### config.mk
export PLATFORM = sky130hd
export DESIGN_NAME = nes_joypad_responder
export DESIGN_NICKNAME = d
export VERILOG_FILES = /design/src/rtl/nes_joypad_responder.sv
export SDC_FILE = /design/constraint.sdc
export NUM_CORES = 1
export LEC_CHECK = 0
export CAP_MARGIN = 0
export CORE_MARGIN = 3
export CORE_UTILIZATION = 59
export CTS_CLUSTER_SIZE = 24
export DETAILED_ROUTE_END_ITERATION = 8
export PLACE_DENSITY = 0.83
export SLEW_MARGIN = 20
export SYNTH_ARGS = -nofsm -noshare
export SYNTH_HDL_FRONTEND = slang
export SYNTH_SLANG_ARGS = --single-unit
### constraint.sdc
create_clock -name clk -period 2.8 [get_ports clk]
set_clock_uncertainty 0.2 [all_clocks]
set_input_delay 0.28 -clock clk [delete_from_list [all_inputs] [get_ports clk]]
set_output_delay 0.28 -clock clk [all_outputs]
set_load 0.03 [all_outputs]
### src/rtl/nes_joypad_responder.sv
`default_nettype none
// ============================================================================
//  Module   : nes_joypad_responder
//  Purpose  : Makes the board behave like a standard NES controller (a 4021
//             parallel-in/serial-out shift register) on the console-side pins.
//             Board push buttons are synchronised and debounced. They are then
//             shifted out serially in response to the console's latch and
//             clock strobes.
//  Ports    : clk            - system clock
//             rst            - synchronous, active-high reset
//             btn_n_in[7:0]  - raw buttons, active-low, asynchronous
//                              [0]A [1]B [2]SELECT [3]START
//                              [4]UP [5]DOWN [6]LEFT [7]RIGHT
//             jp_latch_in    - console latch strobe, async, active-high
//             jp_clk_in      - console shift clock, async, rising edge shifts
//             jp_data_out    - serial data (0 = pressed or fill, 1 = released)
//             btn_state_out  - debounced buttons, active-high, same bit order
//             shift_cnt_out  - shifts since the last latch, saturates at 8
//  Revision : 1.0 - initial release
// ============================================================================
module nes_joypad_responder #(
  parameter int DEBOUNCE_CYCLES = 1000000,
  parameter int SYNC_STAGES     = 2
) (
  input  logic       clk,
  input  logic       rst,
  input  logic [7:0] btn_n_in,
  input  logic       jp_latch_in,
  input  logic       jp_clk_in,
  output logic       jp_data_out,
  output logic [7:0] btn_state_out,
  output logic [3:0] shift_cnt_out
);

  localparam int CNT_W = $clog2(DEBOUNCE_CYCLES);

  // --------------------------------------------------------------------------
  // Input synchronisers. Stage 0 captures the pin, and the last stage is the
  // synced value. The reset values match the idle levels of the pins, so
  // leaving reset never produces a false edge.
  // --------------------------------------------------------------------------
  logic [SYNC_STAGES-1:0][7:0] btn_sync;
  logic [SYNC_STAGES-1:0]      latch_sync;
  logic [SYNC_STAGES-1:0]      jclk_sync;
  logic                        latch_d;
  logic                        jclk_d;

  always_ff @(posedge clk) begin
    if (rst) begin
      btn_sync   <= '1;
      latch_sync <= '0;
      jclk_sync  <= '0;
      latch_d    <= 1'b0;
      jclk_d     <= 1'b0;
    end else begin
      btn_sync   <= {btn_sync[SYNC_STAGES-2:0], btn_n_in};
      latch_sync <= {latch_sync[SYNC_STAGES-2:0], jp_latch_in};
      jclk_sync  <= {jclk_sync[SYNC_STAGES-2:0], jp_clk_in};
      latch_d    <= latch_sync[SYNC_STAGES-1];
      jclk_d     <= jclk_sync[SYNC_STAGES-1];
    end
  end

  logic       latch_s;
  logic       latch_fall;
  logic       jclk_rise;
  logic [7:0] pressed_s;

  assign latch_s    = latch_sync[SYNC_STAGES-1];
  assign latch_fall = ~latch_s & latch_d;
  assign jclk_rise  = jclk_sync[SYNC_STAGES-1] & ~jclk_d;
  assign pressed_s  = ~btn_sync[SYNC_STAGES-1];

  // --------------------------------------------------------------------------
  // Per-button debounce. The counter only runs while the synced level differs
  // from the accepted level. The accepted level flips on the cycle where a
  // difference is seen with the counter already at DEBOUNCE_CYCLES-1. A change
  // therefore has to persist for DEBOUNCE_CYCLES synced samples before it is
  // accepted.
  // --------------------------------------------------------------------------
  logic [7:0] btn_state;

  for (genvar i = 0; i < 8; i++) begin : g_debounce
    logic [CNT_W-1:0] cnt;
    logic             accepted;

    always_ff @(posedge clk) begin
      if (rst) begin
        cnt      <= '0;
        accepted <= 1'b0;
      end else if (pressed_s[i] == accepted) begin
        cnt <= '0;
      end else if (cnt == CNT_W'(DEBOUNCE_CYCLES - 1)) begin
        accepted <= ~accepted;
        cnt      <= '0;
      end else begin
        cnt <= cnt + 1'b1;
      end
    end

    assign btn_state[i] = accepted;
  end

  // --------------------------------------------------------------------------
  // Shift register. It holds electrical levels, so a pressed button is 0.
  // While the latch is high, the register continuously follows the debounced
  // buttons. Because the latch test has priority, a clock edge that coincides
  // with the latch is ignored. On the cycle the latch falls the register only
  // holds its value. Each rising edge of the console clock after that shifts
  // right, filling with 0.
  // --------------------------------------------------------------------------
  logic [7:0] sr;
  logic [3:0] shift_cnt;
  logic       data_q;

  always_ff @(posedge clk) begin
    if (rst) begin
      sr        <= 8'hFF;
      shift_cnt <= 4'd0;
      data_q    <= 1'b1;
    end else begin
      if (latch_s) begin
        sr        <= ~btn_state;
        shift_cnt <= 4'd0;
      end else if (latch_fall) begin
        sr <= sr;
      end else if (jclk_rise) begin
        sr <= {1'b0, sr[7:1]};
        if (shift_cnt != 4'd8) begin
          shift_cnt <= shift_cnt + 4'd1;
        end
      end
      data_q <= sr[0];
    end
  end

  assign jp_data_out   = data_q;
  assign btn_state_out = btn_state;
  assign shift_cnt_out = shift_cnt;

endmodule
`default_nettype wire

==> impl_metrics.env <==
export IMPL_final_min_period_over_clock_period=0.837
export IMPL_number_of_antenna_violations_at_the_first_check_in_global_routing=0
export IMPL_placed_cells_incl_taps=1188
export IMPL_worst_setup_path_type="flop to flop"
export IMPL_r2r_setup_slack_ps=460
export IMPL_r2r_end="g_debounce[2].cnt[2]"
export IMPL_cts_resized=0
export IMPL_die_width_um=129
export IMPL_number_of_warnings_printed_during_yosys_synthesis=0
export IMPL_static_leakage_power_nw=3.02
export IMPL_global_route_usage_met2=0.352
export IMPL_die_h_um=129
export IMPL_total_power_mw=6.18
export IMPL_design_portCount=25
export IMPL_fin_cells=1228
export IMPL_yosys_register_bits=203
export IMPL_clock_latency_ps=500
export IMPL_cts_root_buffer="clkbuf_16"
export IMPL_final_max_slew_violation_count=0
export IMPL_cts_sinks=203
export IMPL_final_layout_size_suffix_gt1_frac=0.0967
export IMPL_dr_first_iter_drc_count=439
export IMPL_vias_per_cell=5.75
export IMPL_synth_sequential_area_ratio=0.459
export IMPL_layout_filler_cells=1133
export IMPL_worst_r2r_path_depth=5
export IMPL_place_area_um2=9240
export IMPL_cts_setup_buffers=0
export IMPL_timing_setup_tns_ps=0
export IMPL_achievable_frequency_mhz=427
export IMPL_timing_critical_path_max_delay_family="simple AND/OR/NAND/NOR gates"
export IMPL_critical_path_buf_inv_count=1
export IMPL_global_routing_usage_on_met1=0.270
export IMPL_finish_utilization=0.689
export IMPL_rsz0062_at_grt="false"
export IMPL_finalWirelength_um=17000
export IMPL_antenna_cells_inserted=0
export IMPL_worst_hold_slack_ps=137
export IMPL_synth_fp_nets=1027
export IMPL_stdcell_area_um2=10100
export IMPL_multi_input_area_um2=4420
export IMPL_outcome="complete, no violations"
export IMPL_cts_path_max_buffers=3
export IMPL_gr_usage_met3=0.0357
export IMPL_cp_end_kind="flop"
export IMPL_start_util=0.607
export IMPL_grt_pass1_wl_um=29400
export IMPL_irDropWorstVdd_mv=0.477
export IMPL_final_hold_viol_count=0
export IMPL_crit_start_category="flop"
export IMPL_synth_area_top_cells="dfxtp_1 46%, xnor2_1 7.6%, nor2_1 5.8%, a21oi_1 3.2%, nand3_1 3.2%"
export IMPL_period_needed_ps=2340
export IMPL_grt_max_degree=21
export IMPL_post_synth_top_count_cell="dfxtp_1"
export IMPL_cp_data_arrival_time_ps=2520
export IMPL_finalSetupViolCount=0
export IMPL_fin_ws_ps=458
export IMPL_final_seq_area_um2=4060
export IMPL_design_final_nets=1050
export IMPL_dieArea_um2=16500
export IMPL_post_route_drc_count=0
export IMPL_cts_tree="built"
export IMPL_clk_pin_slew_worst_paths_ps=60
export IMPL_worstHoldPathType="input pin to flop"
export IMPL_synth_edf_count=0
export IMPL_synthFlopType="dfxtp_1"
export IMPL_num_cts_buffers=22
export IMPL_dp_final_hpwl_um=11300
export IMPL_busiest_layer="met2"
export IMPL_proportion_of_register_bits_with_asynchronous_set_or_reset_after_synthesis=0
export IMPL_grt_overflow_total=0
export IMPL_endpoint="g_debounce[2].cnt[2]"
export IMPL_critical_path_startpoint="g_debounce[2].cnt[15]"
export IMPL_area_growth_syn_to_layout_pct=13.5
export IMPL_worst_ep_required_time_ps=2980
export IMPL_maxCapViolCount=0
export IMPL_timing_critical_path_depth=5
export IMPL_yosys_cell_types_count=52
export IMPL_total_of_buffers_placed_on_input_and_output_ports=24
export IMPL_slew_headroom=0.600
export IMPL_synth_cell_area_um2=8860
export IMPL_cts_hold_repair_buffers=0
export IMPL_place_worst_setup_slack_ps=447
export IMPL_vias=7055
export IMPL_worstMarginPinSlew_ps=594
export IMPL_syn_instance_count=1005
export IMPL_gp_congestion=0.826
export IMPL_route_antenna_remaining_nets=0
export IMPL_wire_per_inst_um=13.9
export IMPL_drt_pass1_iterations=5
export IMPL_synth_commonest_cells="203 x dfxtp_1, 138 x nor2_1, 77 x xnor2_1"
export IMPL_worstReg2RegStart="g_debounce[2].cnt[15]"
export IMPL_yosysTopAreaCellShare=0.459
export IMPL_design_core_area_um2=14600
export IMPL_placement_rows=44
export IMPL_crit_fanout=19
export IMPL_cp_cell_sequence="or4b_2 > nor4_1 > a21o_1 > buf_4 > nor2_1"
export IMPL_grt_pass1_vias=6579
export IMPL_global_route_usage_over_all_layers=0.207
export IMPL_power_per_unit_of_standard_cell_area_nw_per_um2=615
export IMPL_slowest_stage_delay_on_critical_path_ps=670
export IMPL_crit_path_top_delay_cell="or4b_2"
export IMPL_post_synth_top_area_cell="dfxtp_1"
export IMPL_syn_avg_cell_area_um2=8.82
export IMPL_cts_htree_levels=1
## sequential cells by signal, indices dropped and copies added, names as in the netlist
signal	cells
btn_sync	16
g_debounce.accepted	8
g_debounce.cnt	160
jclk_d	1
jclk_sync	2
jp_data_out	1
latch_d	1
latch_sync	2
shift_cnt_out	4
sr	8
## cell families (layout without fill, tap and decap cells)
group / count (synthesis) / after routing / synth area share
simple gates: 457 / 457 / 0.280
flops: 203 / 203 / 0.459
compound gates: 142 / 142 / 0.0976
xor+xnor: 108 / 108 / 0.107
buf+inv: 84 / 123 / 0.0424
fa+ha+maj: 10 / 10 / 0.0141
mux: 1 / 1 / 0.00113
## where the power goes
part / internal, mW / leakage, nW / switching [mW] / total (mW)
clock: 2.00 / 0.401 / 1.15 / 3.15
combinational: 0.0530 / 0.978 / 0.0589 / 0.112
sequential: 2.91 / 1.64 / 0.0135 / 2.93
total: 4.96 / 3.02 / 1.22 / 6.18
## worst min path at each step
stage               slack (ps)  depth (start not counted)        start           to
floorplan                  180                          1  btn_n_in[0]  btn_sync[0]
global placement           190                          1  btn_sync[1]  btn_sync[9]
detailed placement         190                          1  btn_sync[0]  btn_sync[8]
CTS                        120                          2  btn_n_in[1]  btn_sync[1]
global route               140                          2  btn_n_in[3]  btn_sync[3]
finish                     140                          2  btn_n_in[3]  btn_sync[3]
## final cells by class
cell class / instances / area share
repair buffers: 40 / 0.0358
clock buffers: 29 / 0.0643
flip-flops and latches: 203 / 0.404
clock inverters: 11 / 0.0170
inverters: 43 / 0.0160
multi-input cells: 718 / 0.440
well taps: 184 / 0.0229
## routing by layer
layer,up-vias,wire length (um)
met3,32,611
li1,3592,-
met5,-,0
met4,0,382
met1,3304,7760
met2,127,8280
## cells in the final DEF (no fill, tap or decap), drive strengths merged, types with 7 or more instances in the layout
cell type	synthesis	layout
nor2b	7	7
xnor2	77	77
clkbuf	21	29
dfxtp	203	203
a211oi	7	7
o31ai	14	14
nor2	138	138
ha	10	10
nand3	57	57
nand2	42	42
inv	43	43
or4b	9	9
a311oi	7	7
and3	11	11
buf	20	16
nor4	22	22
or3	25	25
clkdlybuf4s50	0	24
and2	10	10
or4	24	24
o21a	7	7
nand4	37	37
or2	22	22
xor2	31	31
nor3	27	27
o21ai	36	36
a21oi	56	56
and4	7	7
Note: power is estimated with default switching activity, not from simulation.
